<file path="config.mk">
export PLATFORM = sky130hd
export DESIGN_NAME = inst_fetch_unit
export DESIGN_NICKNAME = d
export VERILOG_FILES = /design/src/rtl/inst_fetch_unit.sv
export SDC_FILE = /design/constraint.sdc
export NUM_CORES = 1
export LEC_CHECK = 0
export CORE_MARGIN = 10
export CORE_UTILIZATION = 53
export CTS_BUF_LIST = sky130_fd_sc_hd__clkbuf_4 sky130_fd_sc_hd__clkbuf_8 sky130_fd_sc_hd__clkbuf_16
export DETAILED_ROUTE_END_ITERATION = 10
export PLACE_DENSITY = 0.85
export SLEW_MARGIN = 25
export SYNTH_ARGS = -nofsm -noshare
export SYNTH_HDL_FRONTEND = slang
export SYNTH_SLANG_ARGS = --single-unit
</file>
<file path="constraint.sdc">
create_clock -name clk -period 33.7 [get_ports clk]
set_input_delay 5.055 -clock clk [delete_from_list [all_inputs] [get_ports clk]]
set_output_delay 5.055 -clock clk [all_outputs]
set_load 0.01 [all_outputs]
</file>
<file path="src/rtl/inst_fetch_unit.sv">
// Instruction fetch requester: issues sequential fetch addresses to a 1-cycle memory,
// buffers returns in an output register plus one skid entry, and honours stall/redirect.
module inst_fetch_unit #(
  parameter int                ADDR_W   = 32,
  parameter int                BUNDLE_W = 128,
  parameter logic [ADDR_W-1:0] RESET_PC = '0,
  parameter logic [ADDR_W-1:0] PC_STEP  = ADDR_W'(1)
) (
  input  logic                clk,
  input  logic                rst,
  output logic [ADDR_W-1:0]   pc_out,
  input  logic [BUNDLE_W-1:0] inst_bundle_in,
  input  logic                redirect_valid,
  input  logic [ADDR_W-1:0]   redirect_pc,
  input  logic                stall,
  output logic                bundle_valid,
  output logic [BUNDLE_W-1:0] bundle_out,
  output logic [ADDR_W-1:0]   bundle_pc
);

  logic [ADDR_W-1:0]   fetch_pc_p0;
  logic                vld_p1;
  logic [ADDR_W-1:0]   pc_p1;
  logic                skid_vld_p2;
  logic [BUNDLE_W-1:0] skid_bundle_p2;
  logic [ADDR_W-1:0]   skid_pc_p2;

  logic       consume;
  logic       ret;
  logic       out_free;
  logic       issue_en;
  logic       out_from_skid;
  logic       out_from_in;
  logic       skid_load;
  logic       skid_overflow;
  logic [1:0] occ;
  logic [1:0] occ_after;

  assign pc_out   = fetch_pc_p0;
  assign consume  = bundle_valid & ~stall;
  assign occ      = {1'b0, bundle_valid} + {1'b0, skid_vld_p2} + {1'b0, vld_p1};
  assign occ_after = occ - {1'b0, consume};
  // Only issue when the bundle it returns is guaranteed a slot (output or skid).
  assign issue_en = ~redirect_valid & (occ_after < 2'd2);

  assign ret           = vld_p1 & ~redirect_valid;
  assign out_free      = ~bundle_valid | consume;
  assign out_from_skid = ~redirect_valid & skid_vld_p2 & (ret ? out_free : consume);
  assign out_from_in   = ret & out_free & ~skid_vld_p2;
  assign skid_load     = ret & (~out_free | skid_vld_p2);
  assign skid_overflow = ret & ~out_free & skid_vld_p2;

  // Stage p0 -> p1: issue; p1 -> p2: capture return into output or skid
  always_ff @(posedge clk) begin
    if (rst) begin
      fetch_pc_p0  <= RESET_PC;
      vld_p1       <= 1'b0;
      skid_vld_p2  <= 1'b0;
      bundle_valid <= 1'b0;
      bundle_out   <= '0;
      bundle_pc    <= '0;
    end else if (redirect_valid) begin
      fetch_pc_p0  <= redirect_pc;
      vld_p1       <= 1'b0;
      skid_vld_p2  <= 1'b0;
      bundle_valid <= 1'b0;
    end else begin
      vld_p1 <= issue_en;
      if (issue_en)
        fetch_pc_p0 <= fetch_pc_p0 + PC_STEP;

      if (ret)
        skid_vld_p2 <= skid_vld_p2 | ~out_free;
      else if (consume)
        skid_vld_p2 <= 1'b0;

      if (ret)
        bundle_valid <= 1'b1;
      else if (consume)
        bundle_valid <= skid_vld_p2;

      if (out_from_skid) begin
        bundle_out <= skid_bundle_p2;
        bundle_pc  <= skid_pc_p2;
      end else if (out_from_in) begin
        bundle_out <= inst_bundle_in;
        bundle_pc  <= pc_p1;
      end
    end
  end

  always_ff @(posedge clk) begin
    if (issue_en)
      pc_p1 <= fetch_pc_p0;
    if (skid_load) begin
      skid_bundle_p2 <= inst_bundle_in;
      skid_pc_p2     <= pc_p1;
    end
  end

  a_no_skid_overflow: assert property (@(posedge clk) disable iff (rst) !skid_overflow);

endmodule

</file>
==> impl_results.md, run 1 <==
- Dpl ws: 25230 ps
- Dpl hpwl: about 26 mm
- Highest Clock Rate: 125.5 MHz
- Routed length on met1: 15.48 mm
- Max-cap viol count: 0
- Ys flop type: dfxtp_1
- Final GP Congestion: 0.8093
- Final Hold Viols: 0
- I/O pin count: 357
- Status: completed
- Ys Warns: 0
- Ys async rst share: 0
- CTS tree: built
- Register bit total from synthesis: 387
- Die Span X: 187.2 um
- Slew Viols, Final: 0
- Final wirelength: 37.76 mm
- First-pass GRT wire length: 59.51 mm
- Final period utilization: 0.2365
- Clock Latency Late Sink: 510 ps
- Drt pass-1 iters: 6
- Final net count: 1663
- GRT Util Overall: 0.2076
- Critical-path maximum fanout: 106
- Top cells by area, synth: edfxtp_1 39%, dfxtp_1 26%, mux2i_1 11%
- Setup TNS: 0 ps
- Worst Path Class, Setup: primary input to flip-flop
- Final worst setup slack: 25730 ps
- Post_cts resized: 0
- Mapped Area: 0.01481 sq mm
- Vias in the first global route: 10520
- Crit start category: primary input
- Crit end category: flip-flop
- Core area: 0.02771 sq mm
- Post-CTS Setup Inserts: 0
- DRC viols: 0
- Largest net degree at the start of global routing: between 150 and 200
- Critical Path AT: roughly 8400 ps
- # rows: 61
- Layout area overhead: 33.71%
- Clk slew on worst S/H paths: 60 ps
- First DRT Iteration DRCs: around 690
- Cell variety after synth: 47
- Area share of the largest cell type after synthesis: 0.3894
- Final Critical Period: ~8000 ps
- Syn Area/Cell: 12.61 sq um
- Most common cell in the netlist: dfxtp_1
- Antenna violations before repair: 5
- Setup Viol. Count Final: 0
- Layout cells sized above 1: 0.05508
- Yosys top cell by area: edfxtp_1
- Sequential area share after synthesis: 0.6530
- Vias: 10310
- CTS Buf Count: 39
- WL per Instance: roughly 20 um
- Worst Hold Class: flip-flop to flip-flop
- Clk sinks: 387
- Max_slew headroom: 0.3080
- I/O Buffers: 356
- Initial Utilization: 0.5345
- # hold bufs at CTS: 0
- Post-synth EDFFs: 192
- Net Count, Synth: 1341
- Met3 WL: around 2.5 mm
- Worst IR Drop VDD: 0.00003459 V
- Uppermost layer routed: met4
- Post-synth top cells: 195 x dfxtp_1, 192 x edfxtp_1, 170 x nor2_1
- Worst slew pin tran: 1038 ps
- Worst hold slack: 446.7 ps
- Cell count after synthesis: 1174
- Pwr dens: around 52 mW/mm^2
- CTS Buffer Depth: 3
- Via-to-Cell Ratio: 5.403
- Die ar.: approximately 0.035 sq mm
- Req. time, crit path: 34100 ps
- Clock skew: 15.02 ps
- Unrepaired setup endpoints after global routing: false
- Final Total Pwr: 0.001022 W
- LEAKAGE: 6.458 nW
- Remaining global-route overflow: 0
- # H-tree levels: 2
- DIE HEIGHT: ~190 um
- Met2 WL: 18.31 mm
- Clock Tree Root: clkbuf_16
- Fill cells: 1922
- Post-route ant nets: 0
-- path summary, 6_finish.rpt --
kind                        startpoint                            to  slack (ps)  cells past startpoint
max                     redirect_valid  bundle_out[100]$_SDFFE_PP0P_       25730                      8
min                pc_p1[20]$_DFFE_PP_      skid_pc_p2[20]$_DFFE_PP_         450                      0
max reg2reg  bundle_valid$_SDFFE_PP0P_  bundle_out[100]$_SDFFE_PP0P_       30390                      6
min reg2reg        pc_p1[20]$_DFFE_PP_      skid_pc_p2[20]$_DFFE_PP_         450                      0
-- flip-flops by register name (all words and copies together), names as in the netlist --
name	flops
bundle_out	128
bundle_pc	32
bundle_valid	1
pc_out	32
pc_p1	32
skid_bundle_p2	128
skid_pc_p2	32
skid_vld_p2	1
vld_p1	1
-- critical path: stages --
cell and delay [ps]:
buf_2 90, buf_4 330, a21o_1 310, nor2_4 420
buf_4 780, buf_4 900, nor2_1 80, a211oi_1 300
-- layout make-up --
cell class / count / area, sq um / share of cell area
Multi-Input combinational cell: 667 / 4671 / 0.2359
Tap cell: 378 / 473.0 / 0.02389
Clock inverter: 15 / 71.32 / 0.003602
Inverter: 34 / 127.6 / 0.006445
Clock buffer: 55 / 1121 / 0.05662
Timing Repair Buffer: 367 / 3655 / 0.1846
Sequential cell: 387 / 9669 / 0.4883
Antenna cell: 5 / 12.51 / 0.0006319
-- stage by stage --
| step | cells | util | instance area (sq um) |
|---|---|---|---|
| after global routing | 1908 | 0.7147 | 19800 |
| after detailed placement | 1833 | 0.6712 | 18600 |
| final | 1908 | 0.7147 | 19800 |
| after floorplan | 1174 | - | 14810 |
| after CTS | 1903 | 0.7142 | 19790 |
| after global placement | 1833 | 0.6712 | 18600 |
-- cell families after synthesis --
logic type	synth area share
flip-flops	0.6530
AND/OR/NAND/NOR	0.07470
AO/OA/AOI/OAI	0.1116
multiplexers	0.1103
buffers and inverters	0.03312
XOR/XNOR	0.01479
adder cells (fa/ha/maj)	0.002535
-- placed cells by master, fill, tap and decap left out, types with 2 or more instances in the layout --
cell type / instances
a211oi_1: 161
a21oi_1: 29
and4_1: 2
buf_4: 10
clkbuf_16: 39
clkbuf_4: 12
clkbuf_8: 4
clkdlybuf4s50_1: 354
clkinv_1: 9
clkinv_2: 4
dfxtp_1: 195
diode_2: 5
edfxtp_1: 192
ha_1: 3
inv_1: 34
mux2i_1: 162
nand2_1: 10
nand3_1: 8
nand4_1: 7
nor2_1: 167
nor2_4: 2
nor2b_1: 6
nor3_1: 17
nor3b_1: 2
nor4_1: 9
nor4b_1: 2
o21a_1: 26
o21ai_0: 4
o31a_1: 4
xnor2_1: 7
xor2_1: 18
-- metal layers --
metal | vias to the layer above | GRT usage
met5 | - | 0
met4 | 0 | 0.09522
met3 | 91 | 0.05313
met2 | 357 | 0.3426
met1 | 4863 | 0.2507
li1 | 4997 | -
-- power by group --
group          leakage [nW]   total, W  internal (W)  switching (W)
registers              3.36   0.000523      0.000511      0.0000123
clock network         0.603   0.000401      0.000232       0.000169
logic                  2.49  0.0000971     0.0000533      0.0000438
Power figures use the tool's default switching activity.
==> run 2, diff against run 1 <==
Settings changed: CORE_UTILIZATION 53 to 45, PLACE_DENSITY 0.85 to 0.76.
Clock period 33.7 ns to 6.46 ns, I/O delays scaled along.
==> impl_results.md, run 2 (same netlist as run 1, synthesis figures left out) <==
- Placed instance count: 1894 (+3.3%)
- Worst IR Drop VDD: 0.0001686 V (+390%)
- Critical Path AT: 3970 ps (-4400 ps)
- WL per Instance: 19.91 um (+0.59%)
- Crit end category: flip-flop
- Unrepaired setup endpoints after global routing: false
- Final net count: 1663 (unchanged)
- Final Hold Viols: 0 (unchanged)
- Antenna violations before repair: 1 (-4)
- LEAKAGE: 6.543 nW (+1.3%)
- CTS Buffer Depth: 3 (unchanged)
- Finished Layout Cells: 1971 (+3.3%)
- I/O pin count: 357 (unchanged)
- First DRT Iteration DRCs: 544 (-22%)
- # rows: 66 (+8.2%)
- Die Span X: 201.4 um (+7.6%)
- Max_slew headroom: 0.3118 (+0.003789)
- Final period utilization: 0.5507
- Drt pass-1 iters: 4 (-2)
- Die ar.: 0.04056 sq mm (+16%)
- Post-route ant nets: 0 (unchanged)
- Biggest regs: bundle_out: 128 flops, skid_bundle_p2: 128 flops
- Pwr dens: 276.0 mW/mm^2 (+430%)
- Crit start category: primary input
- Req. time, crit path: 6870 ps (-27230 ps)
- Worst slew pin tran: 1032 ps (-5.683 ps)
- First-pass GRT wire length: 60.60 mm (+1.8%)
- Core area: 0.03254 sq mm (+17%)
- Final Critical Period: 3558 ps
- Status: completed
- Fill cells: 2566 (+34%)
- # H-tree levels: 2 (unchanged)
- Clock Latency Late Sink: 520 ps (about the same)
- Initial Utilization: 0.4551 (-0.07936)
- Layout cells sized above 1: 0.05955 (+0.004473)
- DRC viols: 0 (unchanged)
- Max incr delay on CP: 600 ps (-300 ps)
- Largest net degree at the start of global routing: 166 (+3.1%)
- CTS tree: built
- GRT Util Overall: 0.1834 (-0.02422)
- Post_cts resized: 0 (unchanged)
- I/O Buffers: 356 (unchanged)
- Final GP Congestion: 0.7850 (-3.0%)
- Layout area overhead: 35.38%
- Highest Clock Rate: 281.1 MHz
- Clk slew on worst S/H paths: 60 ps (about the same)
- Remaining global-route overflow: 0 (unchanged)
- Setup Viol. Count Final: 0 (unchanged)
- Worst Hold Class: flip-flop to flip-flop
- Clock Tree Root: clkbuf_16
- Worst Path Class, Setup: primary input to flip-flop
- Slew Viols, Final: 0 (unchanged)
- Critical-path maximum fanout: 11 (-90%)
- Most frequent CP cell: ha_1
- Vias: 10280 (-0.30%)
- Max-cap viol count: 0 (unchanged)
- Setup TNS: 0 ps (unchanged)
- Most frequent cells in the layout: 354 x clkdlybuf4s50_1, 195 x dfxtp_1, 192 x edfxtp_1
- Vias in the first global route: 10240 (-2.7%)
- CTS Buf Count: 42 (+7.7%)
- DIE HEIGHT: 201.4 um (+7.6%)
- Clk sinks: 387 (unchanged)
- Worst path slowest cell: or4_4
- Dpl hpwl: 26.10 mm (+1.6%)
- Clock skew: 14.57 ps (-0.4483 ps)
- # hold bufs at CTS: 0 (unchanged)
- Final wirelength: 39.24 mm (+3.9%)
- Commonest non-fill, non-tap cell in the layout: clkdlybuf4s50_1
- Post-CTS Setup Inserts: 0 (unchanged)
- Worst-path cell chain: clkdlybuf4s50_1 -> nor2b_1 -> ha_1 -> inv_1 -> ha_1 -> a21oi_1 -> mux2_2 -> or4_4 -> o21a_1 -> o31a_1
- Via-to-Cell Ratio: 5.214 (-3.5%)
run 2: cell count changes in the layout (fill, tap and decap cells not counted), moves of 3 or more:
| cell | previous run | this run |
|---|---|---|
| buf_4 | 10 | 3 |
| clkbuf_16 | 39 | 43 |
| clkinv_1 | 9 | 6 |
| diode_2 | 5 | 1 |
| buf_12 | 1 | 4 |
| clkinv_2 | 4 | 8 |
run 2: cell type report:
cell class                 count  area, sq um  area share
sequential                   387         9669      0.4823
multi-input combinational    667         4690      0.2339
timing repair buffer         364         3674      0.1832
clock buffer                  59         1221     0.06092
tap                          442        553.0     0.02759
inverter                      34        127.6    0.006366
clock inverter                17        110.1    0.005492
antenna                        1        2.502   0.0001248
run 2: power breakdown:
group	internal (W)	total [W]	switching, W
sequential	0.00267	0.00273	0.0000654
clock	0.00136	0.00229	0.000934
combinational	0.000278	0.000508	0.000230
total	0.00430	0.00553	0.00123
run 2: through the flow:
step / setup slack [ps] / cell area [sq um] / hold WS, ps / power (W) / utilization
6_report: 2902 / 20050 / 451.7 / 0.005533 / 0.6161
5_1_grt: 2819 / 20050 / 464.5 / 0.005744 / 0.6161
4_1_cts: 2947 / 20040 / 448.5 / 0.005600 / 0.6161
3_5_place_dp: 2389 / 18710 / 436.8 / 0.003295 / 0.5751
3_3_place_gp: 2433 / 18710 / 438.2 / 0.003281 / 0.5750
2_1_floorplan: 1090 / 14820 / 425.7 / 0.002978 / -
run 2: final timing paths:
kind	start	to	slack (ps)	cells past startpoint
worst max register to register	bundle_valid$_SDFFE_PP0P_	pc_out[28]$_SDFFE_PP0P_	3290	9
worst min-delay path	pc_p1[29]$_DFFE_PP_	skid_pc_p2[29]$_DFFE_PP_	450	0
worst min register to register	pc_p1[29]$_DFFE_PP_	skid_pc_p2[29]$_DFFE_PP_	450	0
worst max-delay path	stall	pc_out[28]$_SDFFE_PP0P_	2900	10
run 2: critical path, delay by kind of cell:
| kind | cells | cell delay (ps) |
|---|---|---|
| adders and majority gates | 2 | 540 |
| AOI/OAI and AO/OA | 3 | 710 |
| and+or+nand+nor | 2 | 690 |
| muxes | 1 | 480 |
| buffers and inverters | 2 | 570 |
run 2: layer usage:
layer  wire (um)  vias up  GRT usage
met4        1141        0    0.06067
met1       16450     4911     0.2262
met5           0        -          0
met3        2491       69    0.04787
met2       19150      290     0.3066
li1            -     5007          -
==> run 3, diff against run 2 <==
Clock period 6.46 ns to 3.2 ns, I/O delays scaled along.
==> impl_results.md, run 3 (same netlist as run 1, synthesis figures left out) <==
- Fill cells: 2538 (-1.1%)
- Final Critical Period: 2827 ps
- Crit start category: primary input
- Vias in the first global route: 10510 (+2.7%)
- Hold Crit Depth: 0 (unchanged)
- Clock group share of total power: 0.432 (+0.018)
- Worst-path cell chain: clkdlybuf4s50_1 -> nor2b_1 -> ha_1 -> inv_1 -> ha_1 -> a21oi_1 -> mux2_2 -> or4_4 -> o21a_1 -> o31a_1
- I/O Buffers: 356 (unchanged)
- Crit end category: flip-flop
- Clock skew: 13.21 ps (-1.357 ps)
- CTS tree: built
- Placed inst area: 0.01905 sq mm (+1.8%)
- Worst slew pin tran: 701.8 ps (-330.4 ps)
- Final core area utilization: 0.6309 (+0.01477)
- Worst hold slack: 444.1 ps (-7.585 ps)
- Pwr dens: 562.7 mW/mm^2 (+100%)
- Die ar.: 0.04056 sq mm (unchanged)
- First DRT Iteration DRCs: 493 (-9.4%)
- Clk slew on worst S/H paths: 60 ps (about the same)
- LEAKAGE: 6.786 nW (+3.7%)
- Critical Path AT: 3230 ps (-740 ps)
- Final period utilization: 0.8835
- Max incr delay on CP: 560 ps (-40 ps)
- Highest Clock Rate: 353.7 MHz
- Final wirelength: 39.32 mm (+0.21%)
- # hold bufs at CTS: 0 (unchanged)
- First-pass GRT wire length: 60.98 mm (+0.63%)
- Worst path slowest cell: or4_4
- Combinational power share: 0.090 (-0.002)
- Slew Viols, Final: 0 (unchanged)
- Final Hold Viols: 0 (unchanged)
- Layout cells sized above 1: 0.08023 (+0.02068)
- Clk sinks: 387 (unchanged)
- Initial Utilization: 0.4551 (unchanged)
- CTS Buf Count: 42 (unchanged)
- DRC viols: 0 (unchanged)
- Dpl hpwl: 27.25 mm (+4.4%)
- # rows: 66 (unchanged)
- GRT Util Overall: 0.1857 (+0.002342)
- Clock Latency Late Sink: 520 ps (about the same)
- Drt pass-1 iters: 5 (+1)
- I/O pin count: 357 (unchanged)
- Layout area overhead: 38.62%
- Sw Pwr: 0.002513 W (+100%)
- Setup Viol. Count Final: 0 (unchanged)
- Post-route ant nets: 0 (unchanged)
- Post-CTS Setup Inserts: 0 (unchanged)
- Final GP Congestion: 0.7892 (+0.54%)
- CTS Buffer Depth: 3 (unchanged)
- Critical-path maximum fanout: 6 (-5)
- Vias: 10380 (+1.0%)
- Max_slew headroom: 0.5310 (+0.2192)
- Req. time, crit path: 3600 ps (-3270 ps)
- Worst R2R Path Depth: 9 (unchanged)
- Max-cap viol count: 0 (unchanged)
- Clock Tree Root: clkbuf_16
- Post_cts resized: 0 (unchanged)
- Pint: 0.009038 W (+110%)
- Via-to-Cell Ratio: 5.178 (-0.69%)
- Worst Path Class, Setup: primary input to flip-flop
- Remaining global-route overflow: 0 (unchanged)
- Status: completed
- Antenna violations before repair: 4 (+3)
- Switching share of total power: 0.2176 (-0.004534)
- Dpl ws: -145.0 ps (-2534 ps)
- Core area: 0.03254 sq mm (unchanged)
- Largest net degree at the start of global routing: 87 (-48%)
- Die Span X: 201.4 um (unchanged)
- Commonest non-fill, non-tap cell in the layout: clkdlybuf4s50_1
- DIE HEIGHT: 201.4 um (unchanged)
- Worst IR Drop VDD: 0.0003881 V (+130%)
- WL per Instance: 19.61 um (-1.5%)
- Design area: 0.02053 sq mm (+2.4%)
- Worst path depth: 10 (unchanged)
- Buffers and inverters on the worst path: 2 (unchanged)
- Flop pwr share: 0.477 (-0.017)
- Final net count: 1692 (+1.7%)
- Crit path max-delay family: simple AND/OR/NAND/NOR gates
- Biggest regs: bundle_out: 128 flops, skid_bundle_p2: 128 flops
- Most frequent CP cell: ha_1
- Unrepaired setup endpoints after global routing: false
- # H-tree levels: 2 (unchanged)
- Most frequent cells in the layout: 354 x clkdlybuf4s50_1, 195 x dfxtp_1, 192 x edfxtp_1
- Final worst setup slack: 372.8 ps (-2529 ps)
- Worst Hold Class: flip-flop to flip-flop
run 3: per-stage QoR:
stage | cells | total power [W] | TNS [ps]
global placement | 1923 | 0.006639 | -347.2
CTS | 2000 | 0.01170 | 0
global route | 2004 | 0.01198 | 0
detailed placement | 1923 | 0.006669 | -471.0
finish | 2005 | 0.01155 | 0
floorplan | 1174 | 0.006012 | -269210
run 3: final timing paths:
check	from	slack [ps]	endpoint
min reg2reg	pc_p1[9]$_DFFE_PP_	440	skid_pc_p2[9]$_DFFE_PP_
max reg2reg	bundle_valid$_SDFFE_PP0P_	450	pc_out[28]$_SDFFE_PP0P_
max	stall	370	pc_out[28]$_SDFFE_PP0P_
min	pc_p1[9]$_DFFE_PP_	440	skid_pc_p2[9]$_DFFE_PP_
run 3: metal layers:
| metal | up-vias | wire length, um | global-route usage |
|---|---|---|---|
| met2 | 321 | 19380 | 0.3059 |
| li1 | 5057 | - | - |
| met4 | 0 | 1231 | 0.07329 |
| met5 | - | 0 | 0 |
| met1 | 4934 | 16360 | 0.2299 |
| met3 | 70 | 2349 | 0.04643 |
run 3: layout make-up:
cell class | instances | area [sq um] | area share
Sequential cell | 387 | 9669 | 0.4710
Multi-Input combinational cell | 667 | 4690 | 0.2285
Timing Repair Buffer | 393 | 4013 | 0.1955
Clock buffer | 58 | 1255 | 0.06114
Tap cell | 442 | 553.0 | 0.02694
Clock inverter | 19 | 207.7 | 0.01012
Inverter | 34 | 127.6 | 0.006217
Antenna cell | 5 | 12.51 | 0.0006095
run 3: worst reg2reg max path, cell delays in order, from the launching register on:
cell and delay (ps):
dfxtp_1 320, nor2b_1 180, ha_1 250, inv_1 60, ha_1 220, a21oi_1 210
mux2_2 380, or4_4 560, o21a_1 220, o31a_1 240
run 3: power by group through the flow:
stage               clock network [W]  logic (W)  registers, W
floorplan                           0   0.000359       0.00565
global placement                    0    0.00103       0.00561
detailed placement                  0    0.00105       0.00562
CTS                           0.00512    0.00106       0.00551
global route                  0.00531    0.00113       0.00553
finish                        0.00499    0.00104       0.00551
